`src/rtl/icon_loader.sv`:
```
// Writer side of the double-buffered icon RAM: unpacks bytes of packed pixels
// into the back buffer and swaps buffers on the next vblank rise after a full icon.
module icon_loader #(
    parameter int ICON_WIDTH  = 16,
    parameter int ICON_HEIGHT = 16,
    parameter int PIX_W       = 2,
    parameter int ADDR_W      = 12,
    parameter int BUF_STRIDE  = 256
) (
    input  logic              clk,
    input  logic              reset_n,
    input  logic              start,
    input  logic [7:0]        wr_data,
    input  logic              wr_valid,
    output logic              wr_ready,
    input  logic              vblank,
    output logic              ram_we,
    output logic [ADDR_W-1:0] ram_addr,
    output logic [PIX_W-1:0]  ram_din,
    output logic              front_sel,
    output logic              busy,
    output logic              done
);

    localparam int NPIX  = ICON_WIDTH * ICON_HEIGHT;
    localparam int PPB   = 8 / PIX_W;
    localparam int IDX_W = $clog2(NPIX + 1);
    localparam int SUB_W = (PPB > 1) ? $clog2(PPB) : 1;

    localparam logic [IDX_W-1:0]  NPIX_I   = IDX_W'(NPIX);
    localparam logic [SUB_W-1:0]  LAST_SUB = SUB_W'(PPB - 1);
    localparam logic [ADDR_W-1:0] STRIDE_A = ADDR_W'(BUF_STRIDE);

    typedef enum logic [1:0] {
        IDLE    = 2'd0,
        LOAD    = 2'd1,
        WAIT_VB = 2'd2,
        SWAP    = 2'd3
    } state_t;

    state_t              state_reg, state_next;
    logic                front_sel_reg;
    logic                vblank_q_reg;
    logic [IDX_W-1:0]    idx_reg;
    logic [7:0]          hold_reg;
    logic [SUB_W-1:0]    sub_reg;
    logic                hold_valid_reg;
    logic                ram_we_reg;
    logic [ADDR_W-1:0]   ram_addr_reg;
    logic [PIX_W-1:0]    ram_din_reg;

    logic                vb_rise;
    logic                load_done;
    logic                accept;
    logic                swap_go;
    logic [ADDR_W-1:0]   back_base;
    logic [PIX_W-1:0]    pix [PPB];

    genvar gi;
    generate
        for (gi = 0; gi < PPB; gi++) begin : g_unpack
            assign pix[gi] = hold_reg[gi*PIX_W +: PIX_W];
        end
    endgenerate

    assign vb_rise   = vblank && !vblank_q_reg;
    assign back_base = front_sel_reg ? '0 : STRIDE_A;
    // hold_valid_reg means pixels remain to be emitted; once clear, the pixel on
    // the port (if any) is the last of its byte, so the next byte can be taken.
    assign wr_ready  = (state_reg == LOAD) && !hold_valid_reg &&
                       (idx_reg < NPIX_I) && !start;
    assign accept    = wr_valid && wr_ready;
    // Final pixel is on the port this cycle.
    assign load_done = ram_we_reg && !hold_valid_reg && (idx_reg == NPIX_I);

    always_ff @(posedge clk or negedge reset_n) begin
        if (!reset_n) begin
            state_reg <= IDLE;
        end else begin
            state_reg <= state_next;
        end
    end

    always_comb begin
        state_next = state_reg;
        done       = 1'b0;
        swap_go    = 1'b0;
        case (state_reg)
            IDLE: begin
                if (start) state_next = LOAD;
            end
            LOAD: begin
                if (start)          state_next = LOAD;
                else if (load_done) state_next = WAIT_VB;
            end
            WAIT_VB: begin
                if (start) begin
                    state_next = LOAD;
                end else if (vb_rise) begin
                    state_next = SWAP;
                    swap_go    = 1'b1;
                end
            end
            SWAP: begin
                done       = 1'b1;
                state_next = IDLE;
            end
            default: state_next = IDLE;
        endcase
    end

    assign busy = (state_reg != IDLE);

    always_ff @(posedge clk or negedge reset_n) begin
        if (!reset_n) begin
            front_sel_reg  <= 1'b0;
            vblank_q_reg   <= 1'b0;
            idx_reg        <= '0;
            hold_reg       <= '0;
            sub_reg        <= '0;
            hold_valid_reg <= 1'b0;
            ram_we_reg     <= 1'b0;
            ram_addr_reg   <= '0;
            ram_din_reg    <= '0;
        end else begin
            vblank_q_reg <= vblank;
            ram_we_reg   <= 1'b0;
            if (swap_go) front_sel_reg <= ~front_sel_reg;

            // A restart drops any pixels still held from the abandoned byte.
            if (start && state_reg != SWAP) begin
                idx_reg        <= '0;
                sub_reg        <= '0;
                hold_valid_reg <= 1'b0;
            end else if (state_reg == LOAD) begin
                if (accept) begin
                    hold_reg       <= wr_data;
                    ram_we_reg     <= 1'b1;
                    ram_din_reg    <= wr_data[PIX_W-1:0];
                    ram_addr_reg   <= back_base + ADDR_W'(idx_reg);
                    idx_reg        <= idx_reg + IDX_W'(1);
                    sub_reg        <= SUB_W'(1);
                    hold_valid_reg <= (PPB > 1);
                end else if (hold_valid_reg) begin
                    ram_we_reg     <= 1'b1;
                    ram_din_reg    <= pix[sub_reg];
                    ram_addr_reg   <= back_base + ADDR_W'(idx_reg);
                    idx_reg        <= idx_reg + IDX_W'(1);
                    sub_reg        <= sub_reg + SUB_W'(1);
                    hold_valid_reg <= (sub_reg != LAST_SUB);
                end
            end
        end
    end

    assign ram_we    = ram_we_reg;
    assign ram_addr  = ram_addr_reg;
    assign ram_din   = ram_din_reg;
    assign front_sel = front_sel_reg;

endmodule
```
`config.mk`:
```
export PLATFORM = sky130hd
export DESIGN_NAME = icon_loader
export DESIGN_NICKNAME = d
export VERILOG_FILES = /design/src/rtl/icon_loader.sv
export SDC_FILE = /design/constraint.sdc
export NUM_CORES = 1
export LEC_CHECK = 0
export BUFFER_PORTS_ARGS = -buffer_cell sky130_fd_sc_hd__buf_2
export CAP_MARGIN = 40
export CELL_PAD_IN_SITES_DETAIL_PLACEMENT = 2
export CELL_PAD_IN_SITES_GLOBAL_PLACEMENT = 2
export CORE_AREA = 4 4 75 77
export CTS_CLUSTER_DIAMETER = 200
export DETAILED_ROUTE_END_ITERATION = 7
export DIE_AREA = 0 0 79 81
export PLACE_DENSITY_LB_ADDON = 0.1
export SLEW_MARGIN = 0
export SYNTH_ARGS = -nofsm -noshare
export SYNTH_HDL_FRONTEND = slang
export SYNTH_SLANG_ARGS = --single-unit
export TNS_END_PERCENT = 20
```
`constraint.sdc`:
```
create_clock -name clk -period 4.3 [get_ports clk]
set_input_delay 0.43 -clock clk [delete_from_list [all_inputs] [get_ports clk]]
set_output_delay 0.43 -clock clk [all_outputs]
set_load 0.02 [all_outputs]
```
# Yosys cells after proc, flatten, opt, wreduce, memory -nomap -nowiden
# Index checks and enable logic that the tools add are counted.
[classes]
bitwise = 3
div = 0
n_reduce_logical = 20
shift = 0
n_mux = 34
eq_ne = 9
order_cmp = 2
n_mul = 0
n_addsub = 3
[op_table]
columns = ["cell", "count"]
rows = [
  ["$mux W9", 5],
  ["$mux W2", 13],
  ["$mux W12", 2],
  ["$mux W1", 12],
  ["$add A9 B9 Y10", 1],
  ["$add A9 B1 Y9 const B", 1],
  ["$eq A9 B9 Y1 const B", 1],
  ["$lt A9 B9 Y1 const B", 1],
  ["$reduce_and A3 Y1", 3],
  ["$logic_and A1 B1 Y1", 8],
  ["$pmux W2 S4", 1],
  ["$ne A2 B2 Y1 const B", 3],
  ["$ne A3 B3 Y1 const B", 2],
  ["$reduce_bool A2 Y1", 3],
  ["$bmux W2 S2", 1],
  ["$eq A2 B2 Y1 const B", 2],
  ["$ge A3 B3 Y1 const B", 1],
  ["$logic_not A1 Y1", 3],
  ["$not A2 Y3", 1],
  ["$reduce_bool A3 Y1", 1],
  ["$add A2 B1 Y2 const B", 1],
  ["$eq A2 B1 Y1 const B", 1],
  ["$logic_not A2 Y1", 1],
  ["$not A1 Y1", 2],
  ["$reduce_and A2 Y1", 1],
]
[totals]
ram_bits = 0
out_inout_bits = 19
input_bits = 13
word_cells = 81
mem_count = 0
latch_bits = 0
mem_bits_ro = 0
regBits = 39

# Logic depth before layout (Yosys ltp)
# Gate-level depths: netlist of run 1.
[depth]
depth_word = 8
mapped_depth = 7
ltp_nobuf = 5

# Worst setup path after synthesis of run 1
# No wires, ideal clock.
[synth_path]
kind = "input to output"
from = "input port start"
to = "output port wr_ready"
stages = 2
slack_ns = 2.599
t_arrival_ns = 1.271
path_cell_list = "buf_6 -> nor4_1"
[synth_via]
elab_chain_cells = 2
[synth_lines]
columns = ["element", "line", "source"]
rows = [
  ["from (decl)", "12", "input logic start,"],
  ["$logic_not A1 Y1", "71", "(idx_reg < NPIX_I) && !start;"],
  ["$logic_and A1 B1 Y1", "71", ""],
  ["to (decl)", "15", "output logic wr_ready,"],
]
# No other way between the ends.

# Final worst setup path of run 1
[layout_path]
from = "register state_reg[1]"
to = "register idx_reg[7]"
[layout_via]
elab_chain_cells = 8
[layout_lines]
columns = ["element", "line", "source"]
rows = [
  ["from (decl)", "41", "state_t state_reg, state_next;"],
  ["from (signal assigned)", "80", "state_reg <= state_next;"],
  ["$eq A2 B1 Y1", "70, 135", ""],
  ["$logic_and A1 B1 Y1 (2 in a row)", "70", "assign wr_ready = (state_reg == LOAD) && !hold_valid_reg &&"],
  ["$logic_and A1 B1 Y1", "71", ""],
  ["$logic_and A1 B1 Y1", "72", "assign accept = wr_valid && wr_ready;"],
  ["$mux W9", "136", "if (accept) begin"],
  ["$mux W9", "135", "end else if (state_reg == LOAD) begin"],
  ["$mux W9", "131", "if (start && state_reg != SWAP) begin"],
  ["to (signal assigned)", "141", "idx_reg <= idx_reg + IDX_W'(1);"],
  ["to (signal assigned)", "148", "idx_reg <= idx_reg + IDX_W'(1);"],
  ["to (decl)", "44", "logic [IDX_W-1:0] idx_reg;"],
]
# Parallel ways exist; a longest one is shown, timed or not. The select of a mux whose other input is x is not followed.
# A chain may end at the register's enable or synchronous reset.

==> impl_metrics.json, run 1 <==
{
  "finalSetupViolations": 0,
  "largest_register_ffs": 10,
  "htree_levels": 2,
  "p_leak_nw": 1.047,
  "io_buffer_count": 29,
  "holdCritPathClass": "input port to asynchronous set/reset pin",
  "ant_nets": 0,
  "numCtsBuffers": 5,
  "top_level_ports": 32,
  "tritoncts": "built",
  "relSlewSlack_pct": 51.63,
  "finalSetupTns_ns": 0,
  "yosys-top-cells-area": "dfrtp_1 (53%), nand2_1 (13%), ha_1 (2.8%)",
  "syn_avg_cell_area_sq_um": 9.606,
  "die_y_um": 81,
  "ctsHoldBuffers": 0,
  "ys_types": 41,
  "coreArea_sq_um": 5010,
  "cp_max_fo": 19,
  "yosys.area.top_type": "dfrtp_1",
  "pre_cts_slack_ns": 2.231,
  "yosys_warnings": 0,
  "post-route-min-period_ns": 1.934,
  "grt_max_degree": 26,
  "status": "completed",
  "antenna_found_initial": 0,
  "yosysSeqAreaShare_pct": 52.67,
  "critical_path_class": "flip-flop to flip-flop",
  "gr-total-overflow": 0,
  "drive_above_1_share_pct": 21.23,
  "grt_usage_pct": 15.91,
  "ys_seq_elements": 37,
  "setup.worst_path.end_class": "flip-flop",
  "drtIter0Drc": 41,
  "cts_num_sinks": 37,
  "rsz0062_at_grt": "false",
  "maxSlewViolCount": 0,
  "p_per_area_nw_per_um2": 401.2,
  "timing.fmax_mhz": 517.2,
  "peakVddDrop_mv": 0.1578,
  "chipWidth_um": 79,
  "critPathArrivalTime_ns": 2.14,
  "die-area_sq_um": 6399,
  "clockRootBuffer": "clkbuf_8",
  "cts_setup_buffers": 0,
  "synth_edf_count": 0,
  "maxCapViolCount": 0,
  "setup_slack_ns": 2.366,
  "grt_pass1_wl_mm": 7.845,
  "synth_cells": 183,
  "grt_pass1_vias": 1632,
  "synth_area_sq_um": 1758,
  "synthToLayoutAreaGrowth_pct": 16.16,
  "hold_violations": 0,
  "dp_hpwl_mm": 3.398,
  "diodes": 0,
  "start_util_pct": 35.09,
  "finClkSkew_ns": 0.003712,
  "cts_resized": 0,
  "min_period_over_period_pct": 44.97,
  "yosysTopAreaCellShare_pct": 52.67,
  "avgRoutedWirePerCell_um": 16.20,
  "yosys-top-cells-count": "nand2_1 (60), dfrtp_1 (37), inv_1 (7), nand3_1 (7), nor2_1 (7)",
  "drc": 0,
  "yosysMostFrequentCell": "nand2_1",
  "clockBufferDepth": 2,
  "start_kind": "flip-flop",
  "drt-total-wl_mm": 4.567,
  "synthArstFlopShare_pct": 100.0,
  "cp.required_ns": 4.50,
  "num_vias": 1426,
  "synth-main-ff-cell": "dfrtp_1",
  "fin_nets": 229,
  "clk_pin_slew_ns": 0.07,
  "place.gp.congestion": 0.8011,
  "vias_per_cell": 5.057,
  "dr.pass1.iters": 3,
  "clock_latency_ns": 0.28,
  "row_count": 26,
  "worstMarginPinSlew_ns": 0.7244
}
area by class of cell:
class | instances | area (sq um)
Multi-Input combinational cell | 131 | 750.7
Clock buffer | 7 | 86.33
Tap cell | 70 | 87.58
Fill cell | 585 | 2968
Inverter | 7 | 26.28
Sequential cell | 37 | 925.9
Timing Repair Buffer | 30 | 165.2
cell families (layout without fill, tap and decap cells):
family	count (synthesis)	in the layout	synth area share, %
multiplexers	2	2	2.562
adder cells (fa/ha/maj)	4	4	2.847
AO/OA/AOI/OAI	27	27	11.39
flip-flops	37	37	52.67
other	1	2	0.2133
buffers and inverters	16	44	4.840
AND/OR/NAND/NOR	92	92	23.49
XOR/XNOR	4	4	1.993
metal layers:
| metal | part of all wire, % | global-route usage, % |
|---|---|---|
| met1 | 40 | 16.83 |
| met2 | 56 | 31.48 |
| met3 | 3.3 | 3.548 |
| met4 | 1.0 | 4.296 |
| met5 | 0 | 0 |
final timing paths:
kind / start / to / slack [ns] / cells after the start
worst min-delay path: reset_n / front_sel$_DFFE_PN0P_ / 0.03 / 1
worst min register to register: ram_addr[2]$_DFFE_PN0P_ / ram_addr[2]$_DFFE_PN0P_ / 0.47 / 2
worst max register to register: state_reg[1]$_DFFE_PN0P_ / idx_reg[7]$_DFFE_PN0P_ / 2.37 / 5
min in group clk: vblank / vblank_q_reg$_DFF_PN0_ / 0.26 / 1
max in group asynchronous: reset_n / ram_we$_DFF_PN0_ / 3.82 / 2
worst max-delay path: state_reg[1]$_DFFE_PN0P_ / idx_reg[7]$_DFFE_PN0P_ / 2.37 / 5
critical path, cell delays in order, from the launching register on:
cell and delay [ns]:
dfrtp_1 0.44, and2b_1 0.43, o211ai_4 0.27, inv_1 0.40
nand2_1 0.14, o211ai_1 0.16
layout by cell type, fill, tap and decap left out, drive strengths merged:
| cell | n |
|---|---|
| nor4 | 2 |
| ha | 4 |
| or3 | 1 |
| a21o | 1 |
| nor3b | 1 |
| nor2 | 7 |
| o311ai | 1 |
| nand3 | 7 |
| clkbuf | 7 |
| mux4 | 2 |
| conb | 2 |
| a22oi | 1 |
| a21boi | 1 |
| nand2b | 2 |
| o31ai | 1 |
| nor2b | 1 |
| a21oi | 5 |
| xor2 | 3 |
| a32o | 1 |
| inv | 7 |
| o41ai | 1 |
| o211ai | 5 |
| xnor2 | 1 |
| buf | 30 |
| or2 | 2 |
| a22o | 1 |
| nor4b | 1 |
| and2b | 1 |
| o21ai | 7 |
| nand2 | 60 |
| dfrtp | 37 |
| nor3 | 1 |
| a31o | 1 |
| a31oi | 1 |
| and3 | 4 |
| or4 | 2 |
metrics by stage:
step	total power [mW]	hold WS (ns)	util (%)	cell area, sq um	cells
CTS	0.8366	0.03696	40.76	2042	282
detailed placement	0.5853	0.3475	39.04	1956	275
floorplan	0.5260	0.1344	-	1762	184
global placement	0.5722	0.4538	38.64	1936	274
finish	0.8191	0.03155	40.76	2042	282
global route	0.8704	0.04749	40.76	2042	282
power by group:
part	switching, mW	total, mW	internal [mW]
clock network	0.120	0.247	0.127
logic	0.0923	0.151	0.0589
registers	0.0324	0.421	0.389
Note: power is estimated with default switching activity, not from simulation.
==> run 2, diff against run 1 <==
- CORE_AREA: 4 4 75 77 -> 4 4 82 84
- DIE_AREA: 0 0 79 81 -> 0 0 86 88
- clock period: 4.3 -> 1.7 ns (I/O delays scaled with it)
==> run 2 against run 1 <==
  * Non-clock buffer count rose by 16
  * Final cell count grew 7.4%
  * Clock-buffer cell count stayed put
  * Die area is 18% higher
  * Sequential share of layout area is 2.9 points lower
  * Sequential cell count is the same
  * Global-route usage is 1.5 points lower
  * Critical endpoint is now idx_reg[8]$_DFFE_PN0P_
  * Largest cell class unchanged
==> impl_metrics.json, run 2 (same netlist as run 1, synthesis figures left out) <==
{
  "status": "completed",
  "timing.fmax_mhz": 617.8,
  "most-common-layout-cells": "nand2_1 (60), dfrtp_1 (37), buf_2 (29), buf_4 (14)",
  "drive_above_1_share_pct": 26.32,
  "vias_per_cell": 4.884,
  "rr_endpoint": "idx_reg[8]$_DFFE_PN0P_",
  "relSlewSlack_pct": 60.30,
  "setup.worst_path.end_class": "flip-flop",
  "maxCapViolCount": 0,
  "holdPathStages": 3,
  "coreArea_sq_um": 5921,
  "hold_violations": 0,
  "fin_nets": 245,
  "tritoncts": "built",
  "numCtsBuffers": 5,
  "place.gp.congestion": 0.8088,
  "drt-total-wl_mm": 4.926,
  "finalSetupTns_ns": 0,
  "num_vias": 1480,
  "start_kind": "flip-flop",
  "p_leak_nw": 1.127,
  "peakVddDrop_mv": 0.3963,
  "grt_max_degree": 22,
  "cp_max_fo": 4,
  "clk_pin_slew_ns": 0.07,
  "mostFrequentLayoutCell": "nand2_1",
  "htree_levels": 2,
  "dr.pass1.iters": 4,
  "gr-total-overflow": 0,
  "die_y_um": 88,
  "finalSetupViolations": 0,
  "io_buffer_count": 29,
  "chipWidth_um": 86,
  "die-area_sq_um": 7568,
  "start_util_pct": 29.69,
  "p_per_area_nw_per_um2": 980.8,
  "diodes": 0,
  "antenna_found_initial": 0,
  "drc": 0,
  "largest_register_ffs": 10,
  "top_level_ports": 32,
  "r2r_slack_ns": 0.08,
  "ant_nets": 0,
  "cts_num_sinks": 37,
  "grt_usage_pct": 14.40,
  "cp.required_ns": 1.92,
  "r2r_start": "idx_reg[1]$_DFFE_PN0P_",
  "synthToLayoutAreaGrowth_pct": 23.99,
  "worst_r2r_path_depth": 5,
  "clockBufferDepth": 2,
  "dp_hpwl_mm": 3.669,
  "hold_path_startpoint": "wr_data[4]",
  "worstMarginPinSlew_ns": 0.5872,
  "clockRootBuffer": "clkbuf_8",
  "whs_endpoint": "hold_reg[4]$_DFFE_PN0P_",
  "grt_pass1_wl_mm": 8.238,
  "min_period_over_period_pct": 95.21,
  "holdCritPathClass": "input port to flip-flop",
  "grt_pass1_vias": 1625,
  "post-route-min-period_ns": 1.619,
  "finClkSkew_ns": 0.005002,
  "p_total_mw": 2.138,
  "critPathArrivalTime_ns": 1.83,
  "avgRoutedWirePerCell_um": 16.26,
  "row_count": 28,
  "clock_latency_ns": 0.29,
  "drtIter0Drc": 80,
  "rsz0062_at_grt": "false",
  "maxSlewViolCount": 0,
  "critical_path_class": "flip-flop to flip-flop"
}
-- run 2: changes by cell type in the layout (fill, tap and decap cells not counted) --
cell | previous run | this run
buf_4 | 0 | 14
dlygate4sd3_1 | 0 | 2
and2b_1 | 1 | 0
and2b_2 | 0 | 1
nor2b_2 | 1 | 0
nor2b_4 | 0 | 1
-- run 2: critical path: stages (launching register included) --
cell and delay, ns:
dfrtp_1 0.40, ha_1 0.18, and3_1 0.18, nand3_1 0.11, or4_1 0.52, a21oi_1 0.16
-- run 2: repair_timing --
item,in CTS,in global routing
buffers inserted,0,1
hold buffers,2,0
resized for setup,0,2
endpoints found under the hold margin,17,0
endpoints found under the setup margin,0,11
-- run 2: area by class of cell --
cell class              count  area [sq um]
inverters                   7         26.28
repair buffers             46         290.3
fillers                   666          3741
well taps                  75         93.84
flip-flops and latches     37         925.9
clock buffers               7         86.33
multi-input cells         131         757.0
-- run 2: power breakdown --
group          internal, mW  switching, mW
sequential            0.983         0.0790
combinational         0.185          0.250
clock                 0.322          0.318
total                  1.49          0.647
-- run 2: worst max-delay path by stage --
stage / start / slack [ns] / end
6_report: idx_reg[1]$_DFFE_PN0P_ / 0.08 / idx_reg[8]$_DFFE_PN0P_
5_1_grt: idx_reg[1]$_DFFE_PN0P_ / 0.009 / idx_reg[8]$_DFFE_PN0P_
4_1_cts: state_reg[1]$_DFFE_PN0P_ / 0.02 / idx_reg[8]$_DFFE_PN0P_
3_5_place_dp: state_reg[1]$_DFFE_PN0P_ / 0.05 / idx_reg[8]$_DFFE_PN0P_
3_3_place_gp: state_reg[1]$_DFFE_PN0P_ / 0.13 / idx_reg[8]$_DFFE_PN0P_
2_1_floorplan: idx_reg[0]$_DFFE_PN0P_ / 0.19 / idx_reg[8]$_DFFE_PN0P_
-- run 2: per-stage QoR --
stage	area (sq um)	instances	util (%)	hold WS (ns)	setup WS, ns
detailed placement	2059	293	34.78	0.1409	0.05493
global route	2180	303	36.81	0.08678	0.009395
CTS	2166	302	36.58	0.06188	0.02446
finish	2180	303	36.81	0.06616	0.08142
floorplan	1762	184	-	-0.1256	0.1881
global placement	2059	293	34.78	0.1242	0.1258
-- run 2: layer usage --
layer | wire length [um] | GRT usage (%) | up-vias
met5 | 0 | 0 | -
met3 | 180 | 3.198 | 6
met2 | 2669 | 27.47 | 27
met1 | 2008 | 15.68 | 748
li1 | - | - | 699
met4 | 68 | 4.748 | 0
